<file path="config.mk">
export PLATFORM = sky130hd
export DESIGN_NAME = sdft_bin_reader_flat
export DESIGN_NICKNAME = d
export VERILOG_FILES = /design/src/rtl/sdft_bin_reader_if.sv /design/src/rtl/sdft_bin_reader.sv /design/src/flat_wrapper.sv
export SDC_FILE = /design/constraint.sdc
export NUM_CORES = 1
export LEC_CHECK = 0
export CORE_MARGIN = 2
export CORE_UTILIZATION = 45
export CTS_CLUSTER_DIAMETER = 120
export DETAILED_ROUTE_END_ITERATION = 12
export PLACE_DENSITY = 0.73
export SKIP_CTS_REPAIR_TIMING = 1
export SYNTH_ARGS = -nofsm -noshare
export SYNTH_HDL_FRONTEND = slang
export SYNTH_SLANG_ARGS = --single-unit
export TNS_END_PERCENT = 5
</file>
<file path="constraint.sdc">
create_clock -name clk_i -period 5.2 [get_ports clk_i]
set_input_delay 1.04 -clock clk_i [delete_from_list [all_inputs] [get_ports clk_i]]
set_output_delay 1.04 -clock clk_i [all_outputs]
set_load 0.02 [all_outputs]
</file>
<file path="src/rtl/sdft_bin_reader_if.sv">
// Bundle between sdft_bin_reader and its neighbours: frame trigger, the
// addressed read port into the sdft bin store, and the (index, magnitude) stream.
interface sdft_bin_reader_if #(
  parameter int FREQ_BINS = 16,
  parameter int BIN_WIDTH = 12
);
  localparam int AW = $clog2(FREQ_BINS);

  logic                        start;
  logic [AW-1:0]               bin_addr;
  logic signed [BIN_WIDTH-1:0] bin_real;
  logic signed [BIN_WIDTH-1:0] bin_imag;
  logic                        out_valid;
  logic                        out_ready;
  logic [AW-1:0]               out_bin;
  logic [BIN_WIDTH:0]          out_mag;
  logic                        out_last;
  logic                        busy;
  logic                        overrun;

  modport master (
    input  start, bin_real, bin_imag, out_ready,
    output bin_addr, out_valid, out_bin, out_mag, out_last, busy, overrun
  );

  modport slave (
    output start, bin_real, bin_imag, out_ready,
    input  bin_addr, out_valid, out_bin, out_mag, out_last, busy, overrun
  );
endinterface

</file>
<file path="src/rtl/sdft_bin_reader.sv">
// Walks the sdft bin store on each frame trigger and streams (bin, |X| estimate)
// beats; one READ/OUTPUT pair per bin, magnitude = max + min/2.
module sdft_bin_reader #(
  parameter int DATA_WIDTH    = 8,
  parameter int FREQ_BINS     = 16,
  parameter int BIN_WIDTH     = DATA_WIDTH + $clog2(FREQ_BINS),
  parameter bit HALF_SPECTRUM = 1'b1
) (
  input logic                 clk_i,
  input logic                 rst_i,
  sdft_bin_reader_if.master   rd_io
);
  localparam int AW     = $clog2(FREQ_BINS);
  localparam int LAST_I = HALF_SPECTRUM ? FREQ_BINS / 2 : FREQ_BINS - 1;
  localparam logic [AW-1:0] LAST = LAST_I[AW-1:0];

  typedef enum logic [1:0] {
    IDLE   = 2'd0,
    READ   = 2'd1,
    OUTPUT = 2'd2
  } state_t;

  state_t             state_q;
  logic [AW-1:0]      addr_q;
  logic               valid_q;
  logic [AW-1:0]      bin_q;
  logic [BIN_WIDTH:0] mag_q;
  logic               last_q;
  logic               busy_q;
  logic               ovr_q;

  // One extra bit so |-2^(BIN_WIDTH-1)| is representable without wrapping.
  logic [BIN_WIDTH:0] re_x, im_x, abs_re, abs_im, mx, mn, mag_d;

  always_comb begin
    re_x   = {rd_io.bin_real[BIN_WIDTH-1], rd_io.bin_real};
    im_x   = {rd_io.bin_imag[BIN_WIDTH-1], rd_io.bin_imag};
    abs_re = re_x[BIN_WIDTH] ? -re_x : re_x;
    abs_im = im_x[BIN_WIDTH] ? -im_x : im_x;
    mx     = (abs_re >= abs_im) ? abs_re : abs_im;
    mn     = (abs_re >= abs_im) ? abs_im : abs_re;
    mag_d  = mx + (mn >> 1);
  end

  always_ff @(posedge clk_i or posedge rst_i) begin
    if (rst_i) begin
      state_q <= IDLE;
      addr_q  <= '0;
      valid_q <= 1'b0;
      bin_q   <= '0;
      mag_q   <= '0;
      last_q  <= 1'b0;
      busy_q  <= 1'b0;
      ovr_q   <= 1'b0;
    end else begin
      // A trigger during a frame is dropped, only flagged.
      ovr_q <= rd_io.start && busy_q;
      case (state_q)
        IDLE: begin
          if (rd_io.start) begin
            addr_q  <= '0;
            busy_q  <= 1'b1;
            state_q <= READ;
          end
        end
        READ: begin
          bin_q   <= addr_q;
          mag_q   <= mag_d;
          last_q  <= (addr_q == LAST);
          valid_q <= 1'b1;
          state_q <= OUTPUT;
        end
        OUTPUT: begin
          if (valid_q && rd_io.out_ready) begin
            valid_q <= 1'b0;
            if (last_q) begin
              busy_q  <= 1'b0;
              state_q <= IDLE;
            end else begin
              addr_q  <= addr_q + 1'b1;
              state_q <= READ;
            end
          end
        end
        default: state_q <= IDLE;
      endcase
    end
  end

  assign rd_io.bin_addr  = addr_q;
  assign rd_io.out_valid = valid_q;
  assign rd_io.out_bin   = bin_q;
  assign rd_io.out_mag   = mag_q;
  assign rd_io.out_last  = last_q;
  assign rd_io.busy      = busy_q;
  assign rd_io.overrun   = ovr_q;
endmodule
</file>
<file path="src/flat_wrapper.sv">
// flat-port wrapper written by rule: the top's interface ports become plain ports
module sdft_bin_reader_flat 
#(
  parameter int DATA_WIDTH    = 8,
  parameter int FREQ_BINS     = 16,
  parameter int BIN_WIDTH     = DATA_WIDTH + $clog2(FREQ_BINS),
  parameter bit HALF_SPECTRUM = 1'b1
)
  (clk_i, rst_i, rd_io_start, rd_io_bin_real, rd_io_bin_imag, rd_io_out_ready, rd_io_bin_addr, rd_io_out_valid, rd_io_out_bin, rd_io_out_mag, rd_io_out_last, rd_io_busy, rd_io_overrun);
  sdft_bin_reader_if #(.FREQ_BINS(FREQ_BINS), .BIN_WIDTH(BIN_WIDTH)) rd_io_i ();
  input logic clk_i;
  input logic rst_i;
  input wire logic [$bits(rd_io_i.start)-1:0] rd_io_start;
  input wire logic [$bits(rd_io_i.bin_real)-1:0] rd_io_bin_real;
  input wire logic [$bits(rd_io_i.bin_imag)-1:0] rd_io_bin_imag;
  input wire logic [$bits(rd_io_i.out_ready)-1:0] rd_io_out_ready;
  output wire logic [$bits(rd_io_i.bin_addr)-1:0] rd_io_bin_addr;
  output wire logic [$bits(rd_io_i.out_valid)-1:0] rd_io_out_valid;
  output wire logic [$bits(rd_io_i.out_bin)-1:0] rd_io_out_bin;
  output wire logic [$bits(rd_io_i.out_mag)-1:0] rd_io_out_mag;
  output wire logic [$bits(rd_io_i.out_last)-1:0] rd_io_out_last;
  output wire logic [$bits(rd_io_i.busy)-1:0] rd_io_busy;
  output wire logic [$bits(rd_io_i.overrun)-1:0] rd_io_overrun;
  assign rd_io_i.start = rd_io_start;
  assign rd_io_i.bin_real = rd_io_bin_real;
  assign rd_io_i.bin_imag = rd_io_bin_imag;
  assign rd_io_i.out_ready = rd_io_out_ready;
  assign rd_io_bin_addr = rd_io_i.bin_addr;
  assign rd_io_out_valid = rd_io_i.out_valid;
  assign rd_io_out_bin = rd_io_i.out_bin;
  assign rd_io_out_mag = rd_io_i.out_mag;
  assign rd_io_out_last = rd_io_i.out_last;
  assign rd_io_busy = rd_io_i.busy;
  assign rd_io_overrun = rd_io_i.overrun;
  sdft_bin_reader #(.DATA_WIDTH(DATA_WIDTH), .FREQ_BINS(FREQ_BINS), .BIN_WIDTH(BIN_WIDTH), .HALF_SPECTRUM(HALF_SPECTRUM)) u_core (.clk_i(clk_i), .rst_i(rst_i), .rd_io(rd_io_i));
endmodule
</file>
### Yosys cells after proc, flatten, opt, wreduce, memory -nomap -nowiden

Index checks and enable logic that the tools add are counted.

| cells by class | value |
|---|---|
| $mul | 0 |
| $add $sub $neg | 4 |
| muxes and demuxes | 18 |
| reductions and logical operators | 9 |
| $lt $le $gt $ge | 1 |
| bitwise logic cells | 0 |
| equality and inequality tests | 7 |
| shift-type cells | 0 |
| divide/modulo/power cells | 0 |

Operator list:

| kind | number |
|---|---|
| 13-bit 2-to-1 mux | 4 |
| 13-bit negation | 2 |
| 13-bit by 12-bit adder with 13-bit output | 1 |
| 13-bit greater-or-equal comparator | 1 |
| 4-bit 2-to-1 mux | 3 |
| 4-bit case mux with 2 select lines | 1 |
| 4-bit AND reduction | 2 |
| 2-bit case mux with 3 select lines | 1 |
| 1-bit 2-to-1 mux | 5 |
| 4-bit by 1-bit adder with 4-bit output (second input constant) | 1 |
| 4-bit == test (second input constant) | 1 |
| 2-bit 2-to-1 mux | 2 |
| 2-bit by 1-bit != test with 1-bit output (second input constant) | 2 |
| 2-bit != test (second input constant) | 2 |
| 1-bit case mux with 2 select lines | 2 |
| 2-bit AND reduction | 2 |
| 2-bit nonzero test | 2 |
| 2-bit by 1-bit == test with 1-bit output (second input constant) | 1 |
| 2-bit == test (second input constant) | 1 |
| 1-bit logical AND | 2 |
| 2-bit logical NOT | 1 |

| storage, ports and cells | value |
|---|---|
| output and inout bits | 25 |
| bits in read-only memories | 0 |
| register bits after elaboration | 27 |
| bits of input ports | 28 |
| bits in writable memories | 0 |
| word-level logic and storage cells | 47 |
| memories kept | 0 |
| bits in latches | 0 |

### Longest topological paths before layout

Gate-level depths: netlist of the first run.

| depth | value |
|---|---|
| depth after elaboration | 5 |
| mapped depth | 20 |
| gate-level depth less buffers | 19 |

### Worst setup path after synthesis of the first run

Ideal clock, no wire load.

| path | value |
|---|---|
| path type | input to register |
| start | input rd_io_bin_imag[4] |
| end | register u_core.mag_q[10] (netlist: u_core.rd_io.out_mag[10]) |
| slack | -514 ps |
| stages on the path | 16 |
| data required time | 5,064 ps |
| arrival | 5,579 ps |
| setup time | 136 ps |
| path buffers | 1 |
| cell sequence | or3_1 -> or4_4 -> or4b_4 -> ha_1 -> nand2_1 -> or4_1 -> o21ai_1 -> buf_2 -> mux2i_1 -> ha_1 -> fa_1 -> a211oi_1 -> o211ai_1 -> a41oi_1 -> xor2_1 -> o21ai_0 |

| on the way | value |
|---|---|
| cells in the longest elaborated chain, start to end | 5 |
| elaborated cells on any way between the ends | 6 |
| those cells by class | 2 x add/sub; 1 x order compare; 3 x mux |

RTL lines:

| element | line | text |
|---|---|---|
| start, declared | flat_wrapper.sv:15 | `input wire logic [$bits(rd_io_i.bin_imag)-1:0] rd_io_bin_imag;` |
| 13-bit negation | sdft_bin_reader.sv:39 | `abs_im = im_x[BIN_WIDTH] ? -im_x : im_x;` |
| 13-bit 2-to-1 mux * | sdft_bin_reader.sv:39 |  |
| 13-bit greater-or-equal comparator | sdft_bin_reader.sv:40, sdft_bin_reader.sv:41 |  |
| 13-bit 2-to-1 mux (on tied branches) | sdft_bin_reader.sv:40, sdft_bin_reader.sv:41 |  |
| 13-bit by 12-bit adder with 13-bit output * | sdft_bin_reader.sv:42 | `mag_d = mx + (mn >> 1);` |
| end signal, assigned | sdft_bin_reader.sv:68 | `mag_q <= mag_d;` |
| end, declared | sdft_bin_reader.sv:27 | `logic [BIN_WIDTH:0] mag_q;` |

Every way passes the cells marked *; elsewhere a longest branch is shown, timed or not.
A chain may end at the register's enable or synchronous reset.

### Worst setup path in the final report of the first run

| path | value |
|---|---|
| start | input rd_io_bin_imag[3] |
| end | register u_core.mag_q[7] (netlist: u_core.rd_io.out_mag[7]) |

The elaborated chain is that of the path after synthesis.

==> impl_metrics.env, run 1 <==
export IMPL_layout_drive_gt1_share_pct=27.89
export IMPL_fmax_ghz=0.1950
export IMPL_die_span_x_um=80.41
export IMPL_antennaDiodeCount=0
export IMPL_floorplan_core_area_um2=5574
export IMPL_gp_routability_congestion=0.8319
export IMPL_worst_pin_slew_ps=1005
export IMPL_synth_cell_area_um2=2628
export IMPL_cp_data_required_time_ps=5410
export IMPL_timing_final_crit_period_ps=5127
export IMPL_layout_cells_most_common="sky130_fd_sc_hd__buf_4"
export IMPL_via_count=2723
export IMPL_yosys_area_share_xor_xnor_pct=8.333
export IMPL_worst_ep_arrival_time_ps=5340
export IMPL_layout_cells_most_common_list="sky130_fd_sc_hd__buf_4, sky130_fd_sc_hd__nand2_1, sky130_fd_sc_hd__clkdlybuf4s50_1"
export IMPL_nets=500
export IMPL_number_of_pins_exceeding_their_max_slew_limit_in_the_final_report=0
export IMPL_place_ws_ps=-623.2
export IMPL_post_layout_nonfiller_instances=513
export IMPL_design_power_total_mw=1.458
export IMPL_wire_length_of_the_first_global_routing_pass_um=11450
export IMPL_whs_path_depth=2
export IMPL_hpwl_um=5537
export IMPL_post_route_worst_setup_slack_ps=72.58
export IMPL_final_hold_violation_count=0
export IMPL_post_synth_and_or_nand_nor_area_fraction_pct=19.24
export IMPL_r2r_cells=5
export IMPL_p_leak_nw=2.021
export IMPL_die_area_um2=6466
export IMPL_ys_seq_area_share_pct=25.71
export IMPL_clkTransAtPathRegs_ps=90
export IMPL_syn_instance_count=317
export IMPL_drcViolationCount=0
export IMPL_area_delta_synth_final_pct=57.14
export IMPL_rsz0062_at_grt="true"
export IMPL_detail_route_iter0_violations=71
export IMPL_vias_in_the_first_global_route=2710
export IMPL_die_height_um=80.41
export IMPL_combinational_family_with_the_most_area_after_synthesis="simple AND/OR/NAND/NOR gates"
export IMPL_worst_hold_launch="u_core.rd_io.out_bin[3]"
export IMPL_insertion_delay_ps=270
export IMPL_synth_warnings=0
export IMPL_reported_max_cap_violation_count=0
export IMPL_synth_adder_area_share_pct=14.57
export IMPL_synth_distinct_cells=46
export IMPL_grt_util_all_layers_pct=21.97
export IMPL_timing_final_crit_share_pct=98.60
export IMPL_numCtsBuffers=3
export IMPL_hold_path_class="reg -> reg"
export IMPL_skew_ps=2.571
export IMPL_routed_wl_um=6861
export IMPL_rrSetupSlack_ps=3170
export IMPL_power_density_cell_area_nw_per_um2=353.1
export IMPL_endpoint_of_the_lowest_slack_register_to_register_path="u_core.rd_io.out_mag[11]"
export IMPL_cts_tree="yes"
export IMPL_drt_pass1_iterations=4
export IMPL_cts_num_sinks=27
export IMPL_finalCoreUtilization_pct=74.07
export IMPL_htreeDepth=1
export IMPL_io_buffers=52
export IMPL_endpoint_kind="flop"
export IMPL_worst_setup_path_start_kind="input port"
export IMPL_slew_limit_headroom_pct=32.91
export IMPL_grt_start_max_net_pins=28
export IMPL_initial_core_utilization_pct=47.14
export IMPL_synth_compound_area_share_pct=17.38
export IMPL_worstReg2RegStart="u_core.state_q[1]"
export IMPL_setup_viol_count_final=0
export IMPL_globalRoute_totalOverflow=0
export IMPL_worst_case_hold_path_end_point="u_core.rd_io.out_bin[3]"
export IMPL_ios=53
export IMPL_status="finished clean"
export IMPL_total_instance_count_after_detailed_placement=504
export IMPL_antenna_violating_nets_post_route=0
export IMPL_portion_of_netlist_area_occupied_by_mux_cells_pct=9.524
export IMPL_clk_root_buffer_cell="sky130_fd_sc_hd__clkbuf_8"
export IMPL_top_fanout_value_on_the_critical_path=5
export IMPL_post_detailed_route_wirelength_per_cell_um=13.37
export IMPL_critPathKind="in -> reg"
export IMPL_cts_root_to_sink_buffers=2
export IMPL_vdd_drop_max_mv=0.2533
export IMPL_grt_antenna_before_repair=0
export IMPL_row_count=27
export IMPL_ys_ff_latch=27
export IMPL_avgViaCountPerCell=5.308
export IMPL_avgSynthCellArea_um2=8.289
[flip-flops by register name, summed over array words and instances (netlist names)]
name	flops
u_core.rd_io.bin_addr	4
u_core.rd_io.busy	1
u_core.rd_io.out_bin	4
u_core.rd_io.out_last	1
u_core.rd_io.out_mag	13
u_core.rd_io.out_valid	1
u_core.rd_io.overrun	1
u_core.state_q	2
[synth_stat cells (all sizes together)]
| cell | n | area share, % |
|---|---|---|
| nand2 | 42 | 6.0 |
| o21bai | 1 | 0.29 |
| o311ai | 1 | 0.33 |
| nor3 | 2 | 0.38 |
| clkbuf | 10 | 1.4 |
| mux2i | 25 | 9.5 |
| nand3b | 1 | 0.29 |
| nand2b | 6 | 1.4 |
| nand3 | 6 | 1.1 |
| o211ai | 2 | 0.57 |
| or4b | 1 | 0.52 |
| dfrtp | 27 | 26 |
| and2 | 2 | 0.48 |
| fa | 1 | 0.76 |
| inv | 22 | 3.1 |
| a21o | 3 | 0.86 |
| or3 | 1 | 0.24 |
| a41o | 1 | 0.38 |
| nand4 | 2 | 0.48 |
| a21oi | 20 | 3.8 |
| a211oi | 3 | 0.86 |
| ha | 29 | 14 |
| conb | 2 | 0.29 |
| a31oi | 2 | 0.48 |
| nor2 | 14 | 2.0 |
| or4 | 7 | 2.1 |
| xnor2 | 5 | 1.7 |
| a41oi | 1 | 0.33 |
| o21ai | 28 | 5.3 |
| o22ai | 1 | 0.24 |
| nor2b | 5 | 1.2 |
| nor3b | 4 | 1.1 |
| or2 | 2 | 0.48 |
| buf | 2 | 0.38 |
| o41ai | 2 | 0.95 |
| xor2 | 20 | 6.7 |
| o31ai | 6 | 1.7 |
| o31a | 1 | 0.33 |
| nor4b | 1 | 0.33 |
| a221oi | 1 | 0.33 |
| a21boi | 1 | 0.29 |
| nand4b | 3 | 1.0 |
| o21a | 1 | 0.29 |
[per-layer routing]
| layer | wire, um | part of all wire, % | track usage, % |
|---|---|---|---|
| met1 | 2778 | 40 | 25.02 |
| met2 | 3643 | 53 | 42.08 |
| met3 | 236 | 3.4 | 1.910 |
| met4 | 202 | 2.9 | 7.966 |
| met5 | 0 | 0 | 0 |
[critical path: stages]
cell and delay [ps]:
sky130_fd_sc_hd__buf_6 90, sky130_fd_sc_hd__or3_4 380, sky130_fd_sc_hd__or4_4 520, sky130_fd_sc_hd__or4b_4 530, sky130_fd_sc_hd__ha_4 280, sky130_fd_sc_hd__nand2_2 50
sky130_fd_sc_hd__or4_4 480, sky130_fd_sc_hd__o21ai_4 260, sky130_fd_sc_hd__buf_6 190, sky130_fd_sc_hd__mux2i_4 290, sky130_fd_sc_hd__ha_4 240, sky130_fd_sc_hd__a21oi_2 130
sky130_fd_sc_hd__nand4b_1 190, sky130_fd_sc_hd__a21boi_1 110, sky130_fd_sc_hd__or4_1 470, sky130_fd_sc_hd__nand3_1 90
[kinds of logic after synthesis]
| group | after synthesis |
|---|---|
| AOI/OAI and AO/OA | 75 |
| other | 2 |
| buffers and inverters | 34 |
| and+or+nand+nor | 99 |
| DFF | 27 |
| muxes | 25 |
| adders and majority gates | 30 |
| xor gates and xnor gates | 25 |
[worst max path at each step]
stage	start	end	cells past startpoint
2_1_floorplan	rd_io_bin_imag[4]	u_core.rd_io.out_mag[10]	16
3_3_place_gp	rd_io_bin_imag[4]	u_core.rd_io.out_mag[11]	16
3_5_place_dp	rd_io_bin_real[0]	u_core.rd_io.out_mag[11]	18
4_1_cts	rd_io_bin_real[0]	u_core.rd_io.out_mag[11]	18
5_1_grt	rd_io_bin_real[4]	u_core.rd_io.out_mag[8]	19
6_report	rd_io_bin_imag[3]	u_core.rd_io.out_mag[7]	16
[metrics by stage]
stage	TNS [ps]	instance area, um^2	hold slack [ps]
finish	0	4129	477.3
global route	-261.2	4129	507.4
CTS	-1708	3859	484.1
detailed placement	-4441	3812	461.6
global placement	-3279	3812	457.3
floorplan	-13.73	2706	569.3
[cell type report]
cell class | instances | area (um^2)
flip-flops and latches | 27 | 675.6
multi-input cells | 257 | 2087
fillers | 436 | 1445
well taps | 72 | 90.09
clock buffers | 3 | 41.29
inverters | 22 | 82.58
clock inverters | 1 | 5.005
repair buffers | 131 | 1147
[power by group]
part           internal (mW)  switching, mW
logic                  0.487          0.501
registers              0.291         0.0614
clock network         0.0537         0.0650
total                  0.831          0.627
Power figures use the tool's default switching activity.
==> run 2: changes to the inputs <==
--- a/config.mk
+++ b/config.mk
@@ -7,3 +7,2 @@
 export LEC_CHECK = 0
-export CORE_MARGIN = 2
 export CORE_UTILIZATION = 45
==> constraint.sdc (replaced) <==
create_clock -name clk_i -period 5.2 [get_ports clk_i]
set_input_delay 0.52 -clock clk_i [delete_from_list [all_inputs] [get_ports clk_i]]
set_output_delay 0.52 -clock clk_i [all_outputs]
set_load 0.02 [all_outputs]
==> run 2 against run 1 <==
- via count down 6.1%
- cell area down 11%
- fmax is 1.7% higher
- sequential power barely moved
- worst setup slack better by 87 ps
- routed wire length fell by 14%
- clock power fell by 4%
- flip-flop and latch count stayed put
- highest routed layer unchanged
==> impl_metrics.env, run 2 (same netlist as run 1, synthesis figures left out) <==
export IMPL_status="finished clean"
export IMPL_hold_path_class="reg -> reg"
export IMPL_post_detailed_route_wirelength_per_cell_um=12.17
export IMPL_met2_length_um=3109
export IMPL_design_power_total_mw=1.367
export IMPL_place_ws_ps=-311.8
export IMPL_critPathBufInv=3
export IMPL_whs_path_depth=2
export IMPL_setup_viol_count_final=0
export IMPL_skew_ps=4.224
export IMPL_detail_route_iter0_violations=68
export IMPL_worstReg2RegStart="u_core.state_q[1]"
export IMPL_vdd_drop_max_mv=0.2511
export IMPL_die_height_um=78.41
export IMPL_post_route_worst_setup_slack_ps=159.1
export IMPL_hpwl_um=4969
export IMPL_layout_cells_most_common_list="sky130_fd_sc_hd__clkdlybuf4s50_1, sky130_fd_sc_hd__buf_4, sky130_fd_sc_hd__nand2_1"
export IMPL_floorplan_core_area_um2=5574
export IMPL_final_hold_violation_count=0
export IMPL_drt_pass1_iterations=4
export IMPL_grt_antenna_before_repair=0
export IMPL_layout_cells_most_common="sky130_fd_sc_hd__clkdlybuf4s50_1"
export IMPL_grt_start_max_net_pins=36
export IMPL_startpoint="rd_io_bin_imag[4]"
export IMPL_avgViaCountPerCell=5.259
export IMPL_fillCellCount=477
export IMPL_globalRoute_totalOverflow=0
export IMPL_top_fanout_value_on_the_critical_path=6
export IMPL_nets=473
export IMPL_worst_path_largest_cell_delay_ps=530
export IMPL_slew_limit_headroom_pct=24.12
export IMPL_timing_final_crit_share_pct=96.94
export IMPL_clk_root_buffer_cell="sky130_fd_sc_hd__clkbuf_8"
export IMPL_rrSetupSlack_ps=3060
export IMPL_antennaDiodeCount=0
export IMPL_top_layer="met4"
export IMPL_number_of_pins_exceeding_their_max_slew_limit_in_the_final_report=0
export IMPL_die_span_x_um=78.41
export IMPL_endpoint_kind="flop"
export IMPL_area_delta_synth_final_pct=40.24
export IMPL_timing_critical_path_max_delay_family="simple AND/OR/NAND/NOR gates"
export IMPL_clkTransAtPathRegs_ps=90
export IMPL_routed_wl_um=5914
export IMPL_row_count=27
export IMPL_p_leak_nw=1.747
export IMPL_initial_core_utilization_pct=47.14
export IMPL_crit_cells=18
export IMPL_vias_in_the_first_global_route=2508
export IMPL_cp_data_required_time_ps=5300
export IMPL_largest_register_ff_count=13
export IMPL_io_buffers=52
export IMPL_crit_path_cell_trace="clkdlybuf4s50_1 -> or3_1 -> or4_4 -> or4b_4 -> ha_1 -> nand2_1 -> or4_1 -> o21ai_2 -> buf_6 -> mux2i_1 -> ha_1 -> fa_2 -> a211oi_2 -> buf_4 -> o211ai_1 -> a41oi_2 -> xor2_1 -> o21ai_0"
export IMPL_worst_setup_path_start_kind="input port"
export IMPL_worst_pin_slew_ps=1138
export IMPL_endpoint_of_the_lowest_slack_register_to_register_path="u_core.rd_io.out_mag[11]"
export IMPL_htreeDepth=1
export IMPL_m1WireLength_um=2613
export IMPL_layout_drive_gt1_share_pct=17.15
export IMPL_cts_num_sinks=27
export IMPL_worst_hold_launch="u_core.rd_io.out_mag[1]"
export IMPL_via_count=2556
export IMPL_grt_util_all_layers_pct=20.20
export IMPL_critPathKind="in -> reg"
export IMPL_worst_ep_arrival_time_ps=5140
export IMPL_r2r_cells=4
export IMPL_cts_root_to_sink_buffers=2
export IMPL_insertion_delay_ps=260
export IMPL_totalNegativeSetupSlack_ps=0
export IMPL_numCtsBuffers=3
export IMPL_critPathMostFrequentCell="sky130_fd_sc_hd__ha_1"
export IMPL_gp_routability_congestion=0.8635
export IMPL_wire_length_of_the_first_global_routing_pass_um=10270
export IMPL_antenna_violating_nets_post_route=0
export IMPL_reported_max_cap_violation_count=0
export IMPL_cts_tree="yes"
export IMPL_met3WireLength_um=147
export IMPL_worst_case_hold_path_end_point="u_core.rd_io.out_mag[1]"
export IMPL_ios=53
export IMPL_slowest_stage="sky130_fd_sc_hd__or4b_4"
export IMPL_die_area_um2=6148
export IMPL_drcViolationCount=0
export IMPL_timing_final_crit_period_ps=5041
export IMPL_power_density_cell_area_nw_per_um2=370.9
export IMPL_fmax_ghz=0.1984
==> run 2: cell count changes in the layout (fill, tap and decap cells not counted), sizes merged <==
cell           previous run  this run
dlymetal6s2s             11         0
buf                      80        52
clkbuf                    5         3
clkdlybuf4s50            38        52
==> run 2: final cells by class <==
type                    count  area (um^2)  area share (%)
repair buffers            104        918.4           24.92
multi-input cells         257         1872           50.80
clock inverters             1        5.005          0.1358
clock buffers               3        41.29           1.121
well taps                  72        90.09           2.445
flip-flops and latches     27        675.6           18.34
inverters                  22        82.58           2.241
==> run 2: power breakdown <==
group / internal (mW) / leakage, nW / switching [mW] / total (mW)
clock network: 0.0535 / 0.0255 / 0.0606 / 0.114
registers: 0.291 / 0.340 / 0.0618 / 0.353
logic: 0.436 / 1.38 / 0.464 / 0.900
==> run 2: worst reg2reg max path, delay by kind of cell (launching register included) <==
family          cells  cell delay (ps)
simple gates        2             1010
compound gates      2              500
flops               1              500
==> run 2: worst max-delay path by stage <==
stage                                     endpoint  slack, ps
after detailed placement  u_core.rd_io.out_mag[10]       -310
after CTS                 u_core.rd_io.out_mag[10]         -4
final                     u_core.rd_io.out_mag[10]        160
after global routing      u_core.rd_io.out_mag[10]      -0.02
after floorplan           u_core.rd_io.out_mag[10]          6
after global placement    u_core.rd_io.out_mag[10]       -210
==> run 2: per-stage QoR <==
step	instance area (um^2)	hold slack, ps	util [%]	cells
2_1_floorplan	2631	569.3	-	318
3_3_place_gp	3588	457.3	64.38	482
3_5_place_dp	3588	470.4	64.38	482
4_1_cts	3635	492.8	65.21	486
5_1_grt	3685	514.2	66.11	486
6_report	3685	484.8	66.11	486
==> run 2: per-layer routing <==
layer	vias up	track usage [%]
li1	1315	-
met1	1183	23.45
met2	54	39.82
met3	4	1.512
met4	0	4.259
met5	-	0
